$ cat src/rtl/i2s_pkg.sv
// Shared constants, stereo sample type and framing helper for the I2S transmit path.
package i2s_pkg;

  localparam int DEF_DATA_WIDTH   = 16;
  localparam int DEF_CLKDIV_WIDTH = 8;
  localparam int SLOT_NUM         = 2 * DEF_DATA_WIDTH;
  localparam int SLOT_W           = $clog2(SLOT_NUM);

  typedef struct packed {
    logic [DEF_DATA_WIDTH-1:0] left;
    logic [DEF_DATA_WIDTH-1:0] right;
  } stereo_t;

  // Word select for a slot: it flips one slot early so lrck leads the data by one sclk.
  function automatic logic lrck_for_slot(input int slot, input int slot_num);
    return ((slot + 1) % slot_num) >= (slot_num / 2);
  endfunction

endpackage

$ cat src/rtl/i2s_clkgen.sv
// Bit-clock generator: programmable divider, idle-time clkdiv latch and sclk register.
module i2s_clkgen
  import i2s_pkg::*;
#(
  parameter int CLKDIV_WIDTH = DEF_CLKDIV_WIDTH
) (
  input  logic                    clk_i,
  input  logic                    rst_n_i,
  input  logic                    en_i,
  input  logic [CLKDIV_WIDTH-1:0] clkdiv_i,
  output logic                    sclk_o,
  output logic                    rise_stb_o,
  output logic                    fall_stb_o
);

  logic [CLKDIV_WIDTH-1:0] div_q;
  logic [CLKDIV_WIDTH-1:0] clkdiv_lat_q;
  logic                    sclk_q;
  logic                    term_cnt;

  // Strobes flag the cycle whose closing edge toggles sclk, so consumers update in step with it.
  assign term_cnt   = en_i && (div_q == clkdiv_lat_q);
  assign rise_stb_o = term_cnt && !sclk_q;
  assign fall_stb_o = term_cnt && sclk_q;
  assign sclk_o     = sclk_q;

  // NOTE: sequential state uses non-blocking assignments so every register samples pre-edge values.
  always_ff @(posedge clk_i or negedge rst_n_i) begin
    if (!rst_n_i) begin
      div_q        <= '0;
      clkdiv_lat_q <= '0;
      sclk_q       <= 1'b0;
    end else if (!en_i) begin
      div_q        <= '0;
      clkdiv_lat_q <= clkdiv_i;
      sclk_q       <= 1'b0;
    end else if (term_cnt) begin
      div_q        <= '0;
      sclk_q       <= ~sclk_q;
    end else begin
      div_q        <= div_q + 1'b1;
    end
  end

endmodule

$ cat src/rtl/i2s_tx_core.sv
// Philips I2S master transmitter: one-sample holding buffer, frame shifter and word-select timing.
module i2s_tx_core
  import i2s_pkg::*;
#(
  parameter int DATA_WIDTH   = DEF_DATA_WIDTH,
  parameter int CLKDIV_WIDTH = DEF_CLKDIV_WIDTH
) (
  input  logic                    clk_i,
  input  logic                    rst_n_i,
  input  logic                    en_i,
  input  logic [CLKDIV_WIDTH-1:0] clkdiv_i,
  input  logic                    smp_valid_i,
  output logic                    smp_ready_o,
  input  logic [DATA_WIDTH-1:0]   smp_left_i,
  input  logic [DATA_WIDTH-1:0]   smp_right_i,
  output logic                    i2s_sclk_o,
  output logic                    i2s_lrck_o,
  output logic                    i2s_sdat_o,
  output logic                    underrun_o,
  output logic                    busy_o
);

  localparam int              SLOTS     = 2 * DATA_WIDTH;
  localparam int              SW        = $clog2(SLOTS);
  localparam logic [SW-1:0]   SLOT_LAST = SW'(SLOTS - 1);

  logic fall_stb;
  logic rise_stb_unused;

  i2s_clkgen #(.CLKDIV_WIDTH(CLKDIV_WIDTH)) u_clkgen (
    .clk_i      (clk_i),
    .rst_n_i    (rst_n_i),
    .en_i       (en_i),
    .clkdiv_i   (clkdiv_i),
    .sclk_o     (i2s_sclk_o),
    .rise_stb_o (rise_stb_unused),
    .fall_stb_o (fall_stb)
  );

  logic [SLOTS-1:0] buf_q,   buf_d;
  logic             full_q,  full_d;
  logic [SLOTS-1:0] shift_q, shift_d;
  logic [SW-1:0]    slot_q,  slot_d;
  logic             sdat_q,  sdat_d;
  logic             lrck_q,  lrck_d;
  logic             under_q, under_d;
  logic             busy_q;

  // NOTE: every variable gets a default first so this block cannot infer a latch.
  always_comb begin
    buf_d   = buf_q;
    full_d  = full_q;
    shift_d = shift_q;
    slot_d  = slot_q;
    sdat_d  = sdat_q;
    lrck_d  = lrck_q;
    under_d = 1'b0;

    // A transfer needs an empty buffer, and a load needs a full one, so they never collide.
    if (smp_valid_i && !full_q) begin
      buf_d  = {smp_left_i, smp_right_i};
      full_d = 1'b1;
    end

    if (!en_i) begin
      shift_d = '0;
      slot_d  = SLOT_LAST;
      sdat_d  = 1'b0;
      lrck_d  = 1'b0;
    end else if (fall_stb) begin
      slot_d = (slot_q == SLOT_LAST) ? '0 : slot_q + 1'b1;
      lrck_d = lrck_for_slot(int'(slot_d), SLOTS);
      if (slot_d == '0) begin
        if (full_q) begin
          shift_d = {buf_q[SLOTS-2:0], 1'b0};
          sdat_d  = buf_q[SLOTS-1];
          full_d  = 1'b0;
        end else begin
          shift_d = '0;
          sdat_d  = 1'b0;
          under_d = 1'b1;
        end
      end else begin
        shift_d = {shift_q[SLOTS-2:0], 1'b0};
        sdat_d  = shift_q[SLOTS-1];
      end
    end
  end

  // NOTE: the holding buffer is reset along with its flag; a sample pending at reset is discarded.
  always_ff @(posedge clk_i or negedge rst_n_i) begin
    if (!rst_n_i) begin
      buf_q   <= '0;
      full_q  <= 1'b0;
      shift_q <= '0;
      slot_q  <= SLOT_LAST;
      sdat_q  <= 1'b0;
      lrck_q  <= 1'b0;
      under_q <= 1'b0;
      busy_q  <= 1'b0;
    end else begin
      buf_q   <= buf_d;
      full_q  <= full_d;
      shift_q <= shift_d;
      slot_q  <= slot_d;
      sdat_q  <= sdat_d;
      lrck_q  <= lrck_d;
      under_q <= under_d;
      busy_q  <= en_i;
    end
  end

  assign smp_ready_o = ~full_q;
  assign i2s_lrck_o  = lrck_q;
  assign i2s_sdat_o  = sdat_q;
  assign underrun_o  = under_q;
  assign busy_o      = busy_q;

endmodule

$ cat config.mk
export PLATFORM = sky130hd
export DESIGN_NAME = i2s_tx_core
export DESIGN_NICKNAME = d
export VERILOG_FILES = /design/src/rtl/i2s_pkg.sv /design/src/rtl/i2s_clkgen.sv /design/src/rtl/i2s_tx_core.sv
export SDC_FILE = /design/constraint.sdc
export NUM_CORES = 1
export LEC_CHECK = 0
export CORE_MARGIN = 2
export CORE_UTILIZATION = 56
export DETAILED_ROUTE_END_ITERATION = 7
export PLACE_DENSITY_LB_ADDON = 0.15
export SLEW_MARGIN = 20
export SYNTH_ARGS = -nofsm -noshare
export SYNTH_HDL_FRONTEND = slang
export SYNTH_SLANG_ARGS = --single-unit
$ cat constraint.sdc
create_clock -name clk_i -period 8.2 [get_ports clk_i]
set_input_delay 1.23 -clock clk_i [delete_from_list [all_inputs] [get_ports clk_i]]
set_output_delay 1.23 -clock clk_i [all_outputs]
set_load 0.03 [all_outputs]
* Word-level counts from Yosys, hierarchy flattened
Index checks and enable logic that the tools add are counted.
** Word-level totals
- Logic and storage cells :: 54
- Output and inout port bits :: 6
- Flip-flop bits (word level) :: 91
- Bits of input ports :: 44
** Operators by class
- Bitwise operators :: 3
- Multiplexer cells :: 26
- Reductions and logical operators :: 6
- Order comparisons :: 1
- $add $sub $neg :: 3
- Equal/unequal tests :: 4
** Operator list (number)
- 2-to-1 mux 32 bit :: 4
- 2-to-1 mux 1 bit :: 17
- 2-to-1 mux 8 bit :: 2
- 2-to-1 mux 5 bit :: 3
- adder 5 x 1 -> 5 bit, second input constant :: 2
- adder 8 x 1 -> 8 bit, second input constant :: 1
- == test 8 bit :: 1
- greater-or-equal comparator 6 bit, second input constant :: 1
- == test 5 bit, second input constant :: 1
- logical NOT 5 bit :: 1
- OR reduction 5 bit :: 1
- != test 2 x 1 -> 1 bit, second input constant :: 2
- logical AND 1 bit :: 3
- inverter 1 bit :: 2
- AND 1 bit, first input constant :: 1
- logical NOT 1 bit :: 1

* Depth between registers and ports, before layout
- Depth after elaboration :: 8
- Gate-level depth with buffers :: 10
- Mapped depth without buffers :: 8

* Modules after synthesis
A second synthesis with hierarchy kept.
** Second synthesis, totals
- Cell total of the unflattened synthesis :: 353
- Area total of the unflattened synthesis :: 4105.2 um2
** By module, submodules not included
- i2s_tx_core :: times used 1, area each 3316.9 um2, seq. area each 1833.0 um2, cells each 287
- i2s_clkgen :: times used 1, area each 788.3 um2, seq. area each 425.4 um2, cells each 66

* Worst setup path before layout
Ideal clock, no wire load.
- Path type :: reg-to-reg
- Start :: reg slot_q[0]
- End :: reg shift_q[10]
- Path slack :: 5.520 ns
- Arrival time :: 2.543 ns
- Buffers on the path :: 2
- Data required time :: 8.063 ns
- Clock period less this slack :: 2.680 ns
- Cell stages (with the launch flop) :: 11
- Library setup time :: 0.137 ns
- Cells stage by stage :: dfstp_2 ha_1 and3_1 ha_1 nor2_1 mux2_4 or4b_1 buf_6 buf_8 a221oi_1 a21oi_1
** Between the ends
- Word-level cells in the longest chain between the ends :: 6
- Elaborated cells between the ends (all ways) :: 7
- Classes of those cells :: add/sub (1); eq/ne (1); mux (4); reduce/logical (1)
** RTL lines
- from (decl) :: RTL line i2s_tx_core.sv:43 : logic [SW-1:0] slot_q, slot_d;
- from (signal assigned) :: RTL line i2s_tx_core.sv:105 : slot_q <= slot_d;
- adder 5 x 1 -> 5 bit or == test 5 bit (tied branches) :: RTL line i2s_tx_core.sv:71 : slot_d = (slot_q == SLOT_LAST) ? '0 : slot_q + 1'b1;
- 2-to-1 mux 5 bit (*) :: RTL line i2s_tx_core.sv:71
- logical NOT 5 bit (*) :: RTL line i2s_tx_core.sv:73 : if (slot_d == '0) begin
- 2-to-1 mux 32 bit (*) :: RTL line i2s_tx_core.sv:73
- 2-to-1 mux 32 bit (*) :: RTL line i2s_tx_core.sv:70 : end else if (fall_stb) begin
- 2-to-1 mux 32 bit (*) :: RTL line i2s_tx_core.sv:65 : if (!en_i) begin
- to (signal assigned) :: RTL line i2s_tx_core.sv:104 : shift_q <= shift_d;
- to (decl) :: RTL line i2s_tx_core.sv:42 : logic [SLOTS-1:0] shift_q, shift_d;
Mark *: on every way between the ends. The rest lies on a longest branch, timed or not. The select of a mux whose other input is x is not followed.
A chain may end at the register's enable or synchronous reset.

* Final worst setup path
- Start :: reg slot_q[0]
- End :: reg shift_q[9]
The elaborated chain is that of the path after synthesis.

==> summary.md <==
| Metric | Value |
|---|---|
| Run status | finished clean |
| Worst vdd ir | between 0.09 and 0.1 mV |
| Seq cells post-synth | 90 |
| Avg Inst Size Synth | between 10 and 15 um^2 |
| Die area | ~7700 um^2 |
| H-tree levels | 3 |
| First-pass GRT wire length | between 10000 and 15000 um |
| ANT cells | 0 |
| FP Rows | 30 |
| R2R setup slack | 4.91 ns |
| Sum of negative setup slack | 0 ns |
| DP Area | about 4400 um^2 |
| GRT Total Usage | 0.206 |
| Share of cells above drive strength 1 | 0.198 |
| I/O Pins | 50 |
| Vias in the first global route | 2585 |
| Hold Path Class | reg2reg |
| Area grow syn2layout | 18.8% |
| Synthesized cell area | 3920 um^2 |
| Grt ovf | 0 |
| Clk buf depth | 2 |
| Hold slack | between 0.5 and 0.6 ns |
| CP Max Fanout | 34 |
| Clk sinks | 90 |
| Max stage delay on crit path | 1.03 ns |
| Per-cell routed wire length | roughly 15 um |
| Final-stage net count | 413 |
| Critical Path AT | 3.47 ns |
| Detail Route Antenna Nets | 0 |
| Die Y-Extent | about 88 um |
| Unique masters post-synth | 33 |
| Crit path kind | reg2reg |
| Cts hold-fix bufs | 0 |
| PostCTS Resize Cnt | 0 |
| Seq/Total Area, Yosys | 0.577 |
| Endpoints failing setup | 0 |
| Clock Latency Late Sink | around 0.35 ns |
| Reg clk slew, reported paths | approximately 0.090 ns |
| Synth Net Count | between 300 and 400 |
| PortBufs | between 40 and 50 |
| Vias/cell | ~5.6 |
| Die X | 87.6 um |
| Count of warnings emitted by yosys | 0 |
| Max-slew violation count | 0 |
| Setup WS post-layout | 4.91 ns |
| Pwr/cell area | roughly 180 nW/um^2 |
| Register area | about 2300 um^2 |
| Post-Place Worst Slack | just under 5 ns |
| CP bufs+invs | 0 |
| Crit start category | flop |
| Clock Skew | between 0.01 and 0.015 ns |
| Cts bufs inserted | 9 |
| Slowest cell on crit path | or4b_2 |
| Worst slew pin tran | just over 0.9 ns |
| Clk root buf | clkbuf_8 |
| DR vias | around 2600 |
| Post-CTS setup buffers | 0 |
| Area of the multi-input gates | 1530 um^2 |
| 1st-iter DRT viols | roughly 150 |
| Final min period | approximately 3.3 ns |
| RSZ-0062 raised after global routing | false |
| CTS tree | yes |
| Fin area | approximately 4700 um^2 |
| Drt drc | 0 |
| Element type at the critical path end | flop |
| Crit path max-delay family | simple AND/OR/NAND/NOR gates |
| Largest net degree at the start of global routing | 77 |
| Initial antenna violation count | 0 |
| Initial Util | 0.576 |
| Core box area | 6790 um^2 |
| Cell-by-cell trace of the critical path | ha_1, and3_1, ha_1, nor2b_1, mux2_4, or4b_2, a221oi_1, a21oi_1 |
| Max-Cap Viols | 0 |
| Final Cycle Share | 0.401 |
| Total Wirelength | 7200 um |
| Pre-antenna DRT Iters | 4 |
| Critical Path RT | approximately 8.4 ns |
| Layout filler cell count | around 530 |
| CP most frequent cell | ha_1 |
| Fmax | between 300 and 400 MHz |
| Final hold vios | 0 |
| Post-detail-place hpwl | about 4600 um |
| P_leak | 2.10 nW |
| Relative slew margins | 0.395 |
| Design Power | 847 uW |
| GP Congestion | between 0.7 and 0.8 |
| Cells after Synth | approximately 320 |
[through the flow]
step | util | cells
after floorplan | - | 324
after global placement | 0.652 | 449
after detailed placement | 0.652 | 449
after CTS | 0.685 | 465
after global routing | 0.685 | 465
final | 0.685 | 465
[cells in the mapped netlist (all sizes together)]
cell | count | area share
a21oi | 32 | 0.041
a221oi | 31 | 0.076
and3 | 4 | 0.0064
buf | 8 | 0.017
clkbuf | 16 | 0.015
dfrtp | 85 | 0.54
dfstp | 5 | 0.034
ha | 5 | 0.016
inv | 3 | 0.0029
mux2 | 41 | 0.12
mux2i | 2 | 0.0051
nand2 | 38 | 0.036
nand2b | 1 | 0.0016
nand3 | 9 | 0.012
nand4 | 1 | 0.0016
nor2 | 11 | 0.011
nor2b | 2 | 0.0032
nor3 | 1 | 0.0013
nor4 | 3 | 0.0048
o211ai | 1 | 0.0019
o21ai | 3 | 0.0038
o21bai | 1 | 0.0019
o311ai | 1 | 0.0022
o31ai | 2 | 0.0038
or2b | 1 | 0.0019
or4b | 1 | 0.0026
xnor2 | 1 | 0.0022
xor2 | 15 | 0.034
[worst register-to-register path: cells and delay by family, from the launching register on]
kind            cells  cell delay [ns]
fa+ha+maj           2             0.45
simple gates        3             1.27
compound gates      2             0.53
flops               1             0.58
mux                 1             0.28
[routing by layer]
layer	vias to the layer above	track usage	wire length (um)
li1	1255	-	-
met1	1292	0.281	3370
met2	56	0.327	3490
met3	8	0.0452	253
met4	0	0.0741	82
met5	-	0	0
[cell usage in the layout, fill, tap and decap left out]
master and instances:
o21bai_1 1, nand3_1 9, a21oi_1 32, ha_1 5, nand2b_1 1, dfrtp_1 85, a221oi_1 27, nor2b_2 1
mux2_2 40, nor4_2 1, mux2i_1 2, a221oi_2 4, or2b_1 1, nor4_1 2, clkbuf_1 2, buf_4 5
xor2_1 15, nand2_1 38, nor2b_1 1, or4b_2 1, bufinv_16 2, o211ai_1 1, mux2_4 1, nand4_1 1
o31ai_1 2, nor3_1 1, o311ai_0 1, dfstp_2 5, nor2_1 11, clkdlybuf4s50_1 47, inv_1 3, clkbuf_8 10
xnor2_1 1, o21ai_0 3, and3_1 4, clkinvlp_4 2, buf_2 1
[cell families after synthesis]
group                    count (synthesis)  synth area share
buffers and inverters                   27            0.0352
XOR/XNOR                                16            0.0358
flip-flops                              90             0.577
adder cells (fa/ha/maj)                  5            0.0160
AO/OA/AOI/OAI                           71             0.130
AND/OR/NAND/NOR                         72            0.0818
multiplexers                            43             0.124
[layout make-up]
cell class,count,share of cell area
flip-flops and latches,90,0.486
repair buffers,53,0.110
clock inverters,4,0.0161
well taps,96,0.0258
clock buffers,12,0.0312
inverters,3,0.00242
multi-input cells,207,0.328
[flip-flops by register name, indices dropped and copies added, names as in the netlist]
signal	count
i2s_sdat_o	1
i2s_lrck_o	1
busy_o	1
u_clkgen.div_q	8
full_q	1
shift_q	31
buf_q	32
underrun_o	1
u_clkgen.clkdiv_lat_q	8
u_clkgen.sclk_o	1
slot_q	5
[path summary, 6_finish.rpt]
kind | startpoint | cells after the start | to
worst max-delay path | slot_q[0] | 8 | shift_q[9]
worst min-delay path | buf_q[0] | 1 | buf_q[0]
worst max register to register | slot_q[0] | 8 | shift_q[9]
worst min register to register | buf_q[0] | 1 | buf_q[0]
max in group asynchronous | rst_n_i | 2 | shift_q[4]
min in group asynchronous | rst_n_i | 1 | buf_q[21]
[report_power, final]
group | switching, mW | internal [mW] | leakage, nW
clock | 0.145 | 0.180 | 0.103
combinational | 0.0221 | 0.0317 | 0.819
sequential | 0.0101 | 0.457 | 1.18
total | 0.177 | 0.669 | 2.10
Power figures use the tool's default switching activity.
